$ cat src/rtl/wb_pkg.sv
// Shared writeback types and widths for the register-file write arbiter.
package wb_pkg;

  localparam int unsigned XLEN       = 32;
  localparam int unsigned REG_ADDR_W = 5;

  typedef struct packed {
    logic [REG_ADDR_W-1:0] rd;
    logic [XLEN-1:0]       data;
  } wb_req_t;

endpackage

$ cat src/rtl/wb_fifo.sv
// Circular buffer of pending accelerator writebacks; head is visible combinationally.
module wb_fifo
  import wb_pkg::*;
#(
  parameter int unsigned DEPTH = 4
) (
  input  logic                     clk,
  input  logic                     reset,
  input  logic                     i_push,
  input  wb_req_t                  i_push_data,
  input  logic                     i_pop,
  output wb_req_t                  o_head_c,
  output logic                     o_full_c,
  output logic                     o_empty_c,
  output logic [$clog2(DEPTH):0]   o_count
);

  localparam int unsigned PTR_W = $clog2(DEPTH);
  localparam int unsigned CNT_W = PTR_W + 1;

  wb_req_t            r_mem [DEPTH];
  logic [PTR_W-1:0]   r_wr_ptr;
  logic [PTR_W-1:0]   r_rd_ptr;
  logic [CNT_W-1:0]   r_count;
  logic               w_push;
  logic               w_pop;

  assign o_full_c  = (r_count == CNT_W'(DEPTH));
  assign o_empty_c = (r_count == '0);
  assign o_head_c  = r_mem[r_rd_ptr];
  assign o_count   = r_count;

  // Overflow and underflow requests are dropped rather than corrupting state.
  assign w_push = i_push && !o_full_c;
  assign w_pop  = i_pop && !o_empty_c;

  always_ff @(posedge clk) begin
    if (w_push) begin
      r_mem[r_wr_ptr] <= i_push_data;
    end
  end

  // Power-of-two depth lets the pointers wrap by natural overflow.
  always_ff @(posedge clk) begin
    if (reset) begin
      r_wr_ptr <= '0;
      r_rd_ptr <= '0;
      r_count  <= '0;
    end else begin
      if (w_push) begin
        r_wr_ptr <= r_wr_ptr + PTR_W'(1);
      end
      if (w_pop) begin
        r_rd_ptr <= r_rd_ptr + PTR_W'(1);
      end
      unique case ({w_push, w_pop})
        2'b10:   r_count <= r_count + CNT_W'(1);
        2'b01:   r_count <= r_count - CNT_W'(1);
        default: r_count <= r_count;
      endcase
    end
  end

endmodule

$ cat src/rtl/wb_arbiter.sv
// Register-file write-port arbiter: pipeline writes always win, buffered
// accelerator results drain in idle slots, and long starvation requests a stall.
module wb_arbiter
  import wb_pkg::*;
#(
  parameter int unsigned FIFO_DEPTH   = 4,
  parameter int unsigned STARVE_LIMIT = 8
) (
  input  logic                          clk,
  input  logic                          reset,
  input  logic                          pipe_wb_valid,
  input  logic [4:0]                    pipe_wb_rd,
  input  logic [31:0]                   pipe_wb_data,
  input  logic                          acc_wb_valid,
  output logic                          acc_wb_ready,
  input  logic [4:0]                    acc_wb_rd,
  input  logic [31:0]                   acc_wb_data,
  output logic                          rf_write_en,
  output logic [4:0]                    rf_rd,
  output logic [31:0]                   rf_data,
  output logic                          stall_req,
  output logic [$clog2(FIFO_DEPTH):0]   fifo_count
);

  localparam int unsigned ST_W = $clog2(STARVE_LIMIT + 1);

  logic                    w_pipe_req;
  logic                    w_push;
  logic                    w_pop;
  logic                    w_full;
  logic                    w_empty;
  wb_req_t                 w_head;
  wb_req_t                 w_acc_req;
  logic [ST_W-1:0]         w_starve_next;

  logic [ST_W-1:0]         r_starve;
  logic                    r_stall_req;
  logic                    r_rf_write_en;
  logic [REG_ADDR_W-1:0]   r_rf_rd;
  logic [XLEN-1:0]         r_rf_data;

  // Writes to x0 are architecturally void, so they never claim the port or a slot.
  assign w_pipe_req   = pipe_wb_valid && (pipe_wb_rd != '0);
  assign acc_wb_ready = !w_full;
  assign w_push       = acc_wb_valid && acc_wb_ready && (acc_wb_rd != '0);
  assign w_pop        = !w_pipe_req && !w_empty;
  assign w_acc_req    = '{rd: acc_wb_rd, data: acc_wb_data};

  wb_fifo #(
    .DEPTH (FIFO_DEPTH)
  ) u_fifo (
    .clk         (clk),
    .reset       (reset),
    .i_push      (w_push),
    .i_push_data (w_acc_req),
    .i_pop       (w_pop),
    .o_head_c    (w_head),
    .o_full_c    (w_full),
    .o_empty_c   (w_empty),
    .o_count     (fifo_count)
  );

  // Starvation only accrues while a pending entry is held off by the pipeline.
  always_comb begin
    w_starve_next = r_starve;
    if (w_empty || w_pop) begin
      w_starve_next = '0;
    end else if (w_pipe_req && (r_starve != ST_W'(STARVE_LIMIT))) begin
      w_starve_next = r_starve + ST_W'(1);
    end
  end

  always_ff @(posedge clk) begin
    if (reset) begin
      r_starve    <= '0;
      r_stall_req <= 1'b0;
    end else begin
      r_starve    <= w_starve_next;
      r_stall_req <= (w_starve_next == ST_W'(STARVE_LIMIT));
    end
  end

  // Address and data hold their last value when no write occurs.
  always_ff @(posedge clk) begin
    if (reset) begin
      r_rf_write_en <= 1'b0;
      r_rf_rd       <= '0;
      r_rf_data     <= '0;
    end else if (w_pipe_req) begin
      r_rf_write_en <= 1'b1;
      r_rf_rd       <= pipe_wb_rd;
      r_rf_data     <= pipe_wb_data;
    end else if (w_pop) begin
      r_rf_write_en <= 1'b1;
      r_rf_rd       <= w_head.rd;
      r_rf_data     <= w_head.data;
    end else begin
      r_rf_write_en <= 1'b0;
    end
  end

  assign rf_write_en = r_rf_write_en;
  assign rf_rd       = r_rf_rd;
  assign rf_data     = r_rf_data;
  assign stall_req   = r_stall_req;

endmodule

$ cat config.mk
export PLATFORM = sky130hd
export DESIGN_NAME = wb_arbiter
export DESIGN_NICKNAME = d
export VERILOG_FILES = /design/src/rtl/wb_pkg.sv /design/src/rtl/wb_fifo.sv /design/src/rtl/wb_arbiter.sv
export SDC_FILE = /design/constraint.sdc
export NUM_CORES = 1
export LEC_CHECK = 0
export ABC_AREA = 1
export CORE_MARGIN = 2
export CORE_UTILIZATION = 46
export DETAILED_ROUTE_END_ITERATION = 8
export MAX_ROUTING_LAYER = met4
export PLACE_DENSITY = 0.69
export RECOVER_POWER = 25
export SYNTH_ARGS = -nofsm -noshare
export SYNTH_HDL_FRONTEND = slang
export SYNTH_SLANG_ARGS = --single-unit
$ cat constraint.sdc
create_clock -name clk -period 5.5 [get_ports clk]
set_input_delay 1.1 -clock clk [delete_from_list [all_inputs] [get_ports clk]]
set_output_delay 1.1 -clock clk [all_outputs]
set_load 0.05 [all_outputs]
Word-level counts from Yosys, hierarchy flattened --
Memories as Yosys holds them, arrays and structs flattened. A register that Yosys moved wholly into a read port is not among the register bits. Index checks and enable logic that the tools add are counted.
Operators by class: $add $sub $neg 5, reduce and logical (&&, ||, !) cells 16, muxes and demuxes 13, equality and inequality tests 5
Operator list (number):
- $mux W32 | 2
- $mux W5 | 2
- $reduce_bool A5 Y1 | 2
- $mux W4 | 2
- $logic_and A1 B1 Y1 | 7
- $pmux W3 S2 | 1
- $add A2 B1 Y2 const B | 2
- $add A4 B1 Y4 const B | 1
- $eq A4 B4 Y1 const B | 1
- $mux W1 | 4
- $mux W2 | 2
- $ne A4 B4 Y1 const B | 1
- $reduce_bool A2 Y1 | 2
- $add A3 B1 Y3 const B | 1
- $eq A3 B3 Y1 const B | 1
- $logic_not A1 Y1 | 3
- $logic_not A3 Y1 | 1
- $sub A3 B1 Y3 const B | 1
- $eq A2 B1 Y1 const B | 1
- $eq A2 B2 Y1 const B | 1
- $logic_or A1 B1 Y1 | 1
Word-level totals: input bits 78, output and inout port bits 43, register bits after elaboration 50, memories 1, memory bits (writable) 148
Memories:
- u_fifo.r_mem | depth 4, width 37, rd ports 1, clocked after Yosys merged registers in 1, wr ports 1, line wb_fifo.sv:21 | wb_req_t r_mem [DEPTH];

Longest topological paths before layout --
Gate-level depths: netlist of the first run.
depth after elaboration 7, mapped depth 13, mapped depth without buffers 12

Modules after synthesis --
From an unflattened synthesis of the first run, not the netlist that was laid out.
Second synthesis, totals: cell total of the unflattened synthesis 826, area total of the unflattened synthesis 8415.6 sq um
By module, submodules not included:
- wb_fifo | instances 1, cells each 428, area an instance 5972.0 sq um
- wb_arbiter | instances 1, cells each 398, area an instance 2443.6 sq um

Worst setup path before layout of the first run --
No wires, ideal clock.
path kind register to register, start point reg u_fifo.r_count[1], in the netlist u_fifo.o_count[1], end point mem u_fifo.r_mem[0][0] (netlist bit) (enable), setup time 431 ps, setup slack 1905 ps, required time 5069 ps, buffers on the path 0, cell stages (with the launch flop) 6, arrival 3164 ps, cells stage by stage dfxtp_1 inv_1 nand3_1 and2_1 nand2_1 nor2_1
Between the ends: longest elaborated chain between the ends 7
RTL lines:
- start: declaration | line wb_fifo.sv:24 | logic [CNT_W-1:0] r_count;
- start signal: assignment | line wb_fifo.sv:57 | 2'b10: r_count <= r_count + CNT_W'(1);
- start signal: assignment | line wb_fifo.sv:58 | 2'b01: r_count <= r_count - CNT_W'(1);
- start signal: assignment | line wb_fifo.sv:59 | default: r_count <= r_count;
- $eq A3 B3 Y1 * | line wb_fifo.sv:28 | assign o_full_c = (r_count == CNT_W'(DEPTH));
- $logic_not A1 Y1 * | line wb_arbiter.sv:44 | assign acc_wb_ready = !w_full;
- net acc_wb_ready | line wb_arbiter.sv:15 | output logic acc_wb_ready,
- $logic_and A1 B1 Y1 (2 in series) | line wb_arbiter.sv:45 | assign w_push = acc_wb_valid && acc_wb_ready && (acc_wb_rd != '0);
- $logic_and A1 B1 Y1 * | line wb_fifo.sv:34 | assign w_push = i_push && !o_full_c;
- $mux W1 * | line wb_fifo.sv:38 | if (w_push) begin
- $mux W1 (implied by the code) * | line wb_fifo.sv:39 | r_mem[r_wr_ptr] <= i_push_data;
- end: declaration | line wb_fifo.sv:21
Mark *: on every way through the listed nets, which the timed path passes. The rest lies on a longest branch.

Worst setup path in the final report of the first run --
start point in acc_wb_rd[1], end point mem u_fifo.r_mem[2][9] (netlist bit) (enable)
Between the ends: longest elaborated chain between the ends 5
RTL lines:
- start: declaration | line wb_arbiter.sv:16 | input logic [4:0] acc_wb_rd,
- $reduce_bool A5 Y1 | line wb_arbiter.sv:45
- $logic_and A1 B1 Y1 | line wb_arbiter.sv:45
- $logic_and A1 B1 Y1 | line wb_fifo.sv:34
- $mux W1 | line wb_fifo.sv:38
- $mux W1 (implied by the code) | line wb_fifo.sv:39
Every way passes these cells.

==> results of run 1 <==
## flip-flops by register name, indices dropped and copies added, names as in the netlist, named ones only
register and flops:
u_fifo.r_mem 148, rf_data 32, rf_rd 5, r_starve 4
u_fifo.o_count 3, u_fifo.r_rd_ptr 2, u_fifo.r_wr_ptr 2, rf_write_en 1
stall_req 1
## cell families after synthesis
group	after synthesis	synth area share, %
XOR/XNOR	3	0.299
buffers and inverters	212	9.93
AO/OA/AOI/OAI	29	1.65
AND/OR/NAND/NOR	487	24.4
flip-flops	200	62.5
adder cells (fa/ha/maj)	8	1.23
## power by group through the flow
stage | sequential (W) | combinational [W] | clock (W)
final | 0.00191 | 0.00145 | 0.00123
after global routing | 0.00193 | 0.00160 | 0.00131
after CTS | 0.00191 | 0.00147 | 0.00124
after detailed placement | 0.00194 | 0.00146 | 0
after global placement | 0.00194 | 0.00143 | 0
after floorplan | 0.00216 | 0.000786 | 0
## area by class of cell
cell class,instances,area [sq um],share of cell area (%)
repair buffers,131,1280,12.0
clock inverters,9,87.6,0.816
clock buffers,23,499,4.65
well taps,234,293,2.73
multi-input cells,527,2460,22.9
diodes,1,2.50,0.0233
flip-flops and latches,200,5490,51.1
inverters,166,623,5.80
## cell usage in the layout (no fill, tap or decap), types with 7 or more instances in the layout
master | Yosys | final
o21ai_0 | 24 | 24
dfxtp_1 | 52 | 50
dlygate4sd3_1 | 0 | 26
clkdlybuf4s50_1 | 0 | 94
nand3_1 | 165 | 165
nand3_2 | 10 | 10
ha_1 | 7 | 7
edfxtp_1 | 148 | 148
nor2_1 | 62 | 58
clkbuf_16 | 0 | 18
nand2_1 | 238 | 238
buf_4 | 3 | 11
inv_1 | 161 | 161
## metrics by stage
step                      total power [W]  area [sq um]  hold WS [ps]  util (%)  std cells
after global routing              0.00483         10700           498      57.4       1291
after detailed placement          0.00340         10100           463      54.2       1258
after CTS                         0.00462         10700           474      57.4       1290
after floorplan                   0.00295          8780           465         -        939
after global placement            0.00337         10100           468      54.2       1258
final                             0.00459         10700           471      57.4       1291
## worst min-delay path: cells and delay by family (launching register included)
family / cells / cell delay (ps)
AND/OR/NAND/NOR: 2 / 120
flip-flops: 1 / 310
## synthesized netlist by cell type
cell type,number,area [sq um]
edfxtp_1,148,4440
a21oi_1,5,25.0
inv_1,161,604
nand2_4,1,11.3
nor2_4,1,11.3
clkbuf_1,8,30.0
buf_8,1,15.0
inv_2,5,18.8
nand3_4,1,17.5
nor3_1,3,15.0
xnor2_1,1,8.76
xor2_1,2,17.5
or2_2,2,12.5
nor2_2,2,12.5
nand3_2,10,100
buf_4,3,22.5
dfxtp_1,52,1040
buf_6,3,33.8
nand2_2,1,6.26
buf_2,25,125
nand2_1,238,893
ha_1,7,87.6
nor2_1,62,233
fa_1,1,20.0
nand3_1,165,826
buf_1,6,22.5
o21ai_0,24,120
and2_1,1,6.26
## per-layer routing
layer  up-vias  global-route usage (%)  part of all wire, %
met1      2941                    26.0                   44
li1       3199                       -                    -
met3        19                    3.80                  4.9
met5         -                       -                    0
met4         0                    5.32                  1.5
met2       165                    34.4                   49
## worst paths after layout
kind / slack [ps] / end / depth (start not counted)
hold reg to reg: 470 / rf_data[16] / 2
setup / recovery: 2290 / u_fifo.r_mem[2][9] / 6
setup reg to reg: 2920 / u_fifo.r_mem[2][9] / 6
hold / removal: 470 / rf_data[16] / 2
==> impl_metrics.toml, run 1 <==
[logic_synthesis]
synth_area_sq_um = 8780
ys_ff_latch = 200
syn_nets = 1025
syn_area_per_cell_sq_um = 9.35
yosysWarnings = 0
synth.distinct_cells = 28
seq_area_frac_synth_pct = 62.5
postSynthCellCount = 939

[pwr]
clkPwrFrac_pct = 26.7
switching_share_pct = 35.7
intPower_w = 0.00295
comb_power_share_pct = 31.6
power_switching_w = 0.00164
seqPwrFrac_pct = 41.6
peakVddDrop_mv = 0.257
static-leakage-power_nw = 4.72
powerDensity_nw_per_um2 = 427

[hold_path]
holdCritStartpoint = "rf_data[16]"
hp-class = "reg -> reg"

[worst_setup_path]
worstSetupStartpointType = "input port"
r2r-start = "u_fifo.o_count[1]"
critPathLaunch = "acc_wb_rd[1]"
crit_slowest_cell = "nor2_4"
worstPathCellList = "dlygate4sd3_1 -> nor2_1 -> nand2_1 -> nand2_1 -> nor2_4 -> buf_4"
slowest_delay_ps = 710
crit_family = "simple AND/OR/NAND/NOR gates"
path_max_fanout = 20
cp-end-kind = "flop"
critPathKind = "in -> reg"
crit_top_cell = "nand2_1"
crit_arrival_ps = 3320
cp.buffers_inverters = 2
critical_path_required_ps = 5610

[timing]
tns_ps = 0
period_share_pct = 58.4
maxSlewHeadroom_pct = 34.8
max_freq_mhz = 311
hold_violations = 0
period_needed_ps = 3210
skew_ps = 9.58
finalSetupViolCount = 0
worstMarginPinSlew_ps = 978
rsz0062_at_grt = "false"
finalWorstSetupSlack_ps = 2290
drv_slew = 0

[floorplan]
initial_utilization_pct = 46.9
fp.dieH_um = 142
die_w_um = 142
row_count = 50
ioPinCount = 121
dieArea_sq_um = 20200
core-area_sq_um = 18700

[flow_run]
max_cap_viol_count = 0

[detailed_routing]
wirelength_mm = 19.8
firstDrtPassIters = 5
drtIter0Drc = 414
drc = 0
vias = 6324
routed_via_density = 4.90
wire_per_inst_um = 15.3
ant_nets = 0

[cells_and_area]
areaGrowthSynthToFinish_pct = 22.3
drive_above_1_share_pct = 6.72
nets = 1129
fillCellCount = 1555

[cts]
root_buffer = "clkbuf_16"
tritoncts = "done"
cts_setup_buffers = 0
cts_buffers = 17
h-tree-depth = 4
clk_latency_ps = 440
cts_sinks = 200
clk_path_buf_depth = 2
cts-resized-gates = 0
holdBufCountCts = 0
clk_pin_slew_ps = 70

[status]
outcome = "completed"

[global_routing]
grt_pass1_wl_mm = 30.9
grt_start_max_net_pins = 77
track_usage_pct = 20.6
grt_pass1_vias = 6023
antenna_found_initial = 1
overflow = 0

[place]
hpwl_mm = 12.0
dp_slack_ps = 1810
place_congestion = 0.760
portBuffers = 120
Power figures use the tool's default switching activity.
==> run 2, diff against run 1 <==
--- a/config.mk
+++ b/config.mk
@@ -10,7 +10,7 @@
 export CORE_UTILIZATION = 46
 export DETAILED_ROUTE_END_ITERATION = 8
 export MAX_ROUTING_LAYER = met4
-export PLACE_DENSITY = 0.69
+export PLACE_DENSITY = 0.72
 export RECOVER_POWER = 25
 export SYNTH_ARGS = -nofsm -noshare
 export SYNTH_HDL_FRONTEND = slang
==> constraint.sdc (replaced) <==
create_clock -name clk -period 2.85 [get_ports clk]
set_input_delay 0.57 -clock clk [delete_from_list [all_inputs] [get_ports clk]]
set_output_delay 0.57 -clock clk [all_outputs]
set_load 0.05 [all_outputs]
==> run 2 against run 1 <==
  * Critical path depth up 6
  * Total power up 91%
  * Routed wire length up 3.7%
  * Combinational power up 97%
  * Design area up 1.2%
  * Clock-buffer cell count down 2
  * Clock skew down 2.4 ps
  * Core utilization up 0.67 points
  * Die area unchanged
  * Via count up 3.3%
  * Final cell count up 1.3%
  * Largest power group unchanged
==> impl_metrics.toml, run 2 (synthesis gave the netlist of run 1 again) <==
[cells_and_area]
largest_register_ffs = 148
areaGrowthSynthToFinish_pct = 23.7
final_core_util_pct = 58.1
fin_area_sq_um = 10900
drive_above_1_share_pct = 7.94
layout_commonest_cell = "nand2_1"
final_cell_mix = "nand2_1 (238), nand3_1 (165), inv_1 (161), edfxtp_1 (148), clkdlybuf4s50_1 (95)"
nets = 1144
regMostFlops = "u_fifo.r_mem"

[cts]
cts_setup_buffers = 0
clk_latency_ps = 430
holdBufCountCts = 0
tritoncts = "done"
root_buffer = "clkbuf_16"
clk_pin_slew_ps = 70
cts-resized-gates = 0
cts_sinks = 200
h-tree-depth = 4
clk_path_buf_depth = 2
cts_buffers = 17

[floorplan]
ioPinCount = 121
dieArea_sq_um = 20200
die_w_um = 142
row_count = 50
fp.dieH_um = 142
core-area_sq_um = 18700
initial_utilization_pct = 46.9

[detailed_routing]
ant_nets = 0
drtIter0Drc = 553
top_layer = "met4"
routed_via_density = 4.99
wirelength_mm = 20.5
drc = 0
vias = 6532
firstDrtPassIters = 5
wl_met1_mm = 8.86
wire_per_inst_um = 15.7
wl_met2_mm = 10.3
met3_length_mm = 1.10

[worst_setup_path]
critPathKind = "in -> reg"
path_max_fanout = 4
cp-end-kind = "flop"
critical_path_required_ps = 3170
reg2reg_slack_ps = 430
worstSetupStartpointType = "input port"
crit_arrival_ps = 2950

[place]
place_congestion = 0.788
hpwl_mm = 12.9
portBuffers = 120
dpl_cell_area_sq_um = 10300

[hold_path]
hp-class = "reg -> reg"

[global_routing]
grt_pass1_vias = 6328
overflow = 0
grt_pass1_wl_mm = 32.5
track_usage_pct = 21.6
antenna_found_initial = 2
grt_start_max_net_pins = 70

[timing]
max_freq_mhz = 380
period_needed_ps = 2630
skew_ps = 7.22
period_share_pct = 92.4
rsz0062_at_grt = "false"
worstMarginPinSlew_ps = 1130
maxSlewHeadroom_pct = 24.7
drv_slew = 0
finalSetupViolCount = 0
hold_violations = 0

[flow_run]
max_cap_viol_count = 0

[status]
outcome = "completed"

[pwr]
static-leakage-power_nw = 4.78
powerDensity_nw_per_um2 = 808
peakVddDrop_mv = 0.563
==> run 2: critical path, stage by stage <==
cell	delay [ps]
clkdlybuf4s50_1	430
nor3_1	360
nand2_1	130
nand2_1	250
buf_4	160
ha_1	120
inv_1	70
fa_1	380
a21oi_1	140
o21ai_0	110
o21ai_0	170
a21oi_1	50
==> run 2: layer usage <==
metal | GRT usage (%) | vias up
li1 | - | 3235
met1 | 27.1 | 3092
met2 | 36.4 | 188
met3 | 3.73 | 17
met4 | 6.00 | 0
met5 | - | -
==> run 2: cell type report <==
type                       instances  area, sq um
multi-input combinational        527         2460
timing repair buffer             146         1450
clock inverter                    11         73.8
antenna                            3         7.51
inverter                         166          623
clock buffer                      21          470
fill                            1616         7850
tap                              234          293
sequential                       200         5490
==> run 2: worst paths after layout <==
check,startpoint,to,cells past startpoint
worst min register to register,rf_data[17],rf_data[17],2
worst min-delay path,rf_data[17],rf_data[17],2
worst max register to register,u_fifo.o_count[1],u_fifo.r_mem[0][29],7
worst max-delay path,acc_wb_rd[3],u_fifo.o_count[2],12
==> run 2: per-stage QoR <==
| stage | worst slack, ps | total power (W) | setup TNS, ps | std cells | hold slack [ps] |
|---|---|---|---|---|---|
| after floorplan | -179 | 0.00569 | -26540 | 939 | 465 |
| after global placement | -242 | 0.00657 | -3400 | 1273 | 461 |
| after detailed placement | -260 | 0.00663 | -5220 | 1273 | 466 |
| after CTS | 194 | 0.00883 | 0 | 1305 | 476 |
| after global routing | 74.2 | 0.00926 | 0 | 1307 | 492 |
| final | 215 | 0.00877 | 0 | 1308 | 474 |
==> run 2: where the power goes <==
part           internal, W  leakage [nW]  switching (W)
clock network      0.00118         0.268        0.00103
registers          0.00350          1.79       0.000203
logic             0.000907          2.73        0.00194
total              0.00559          4.78        0.00318
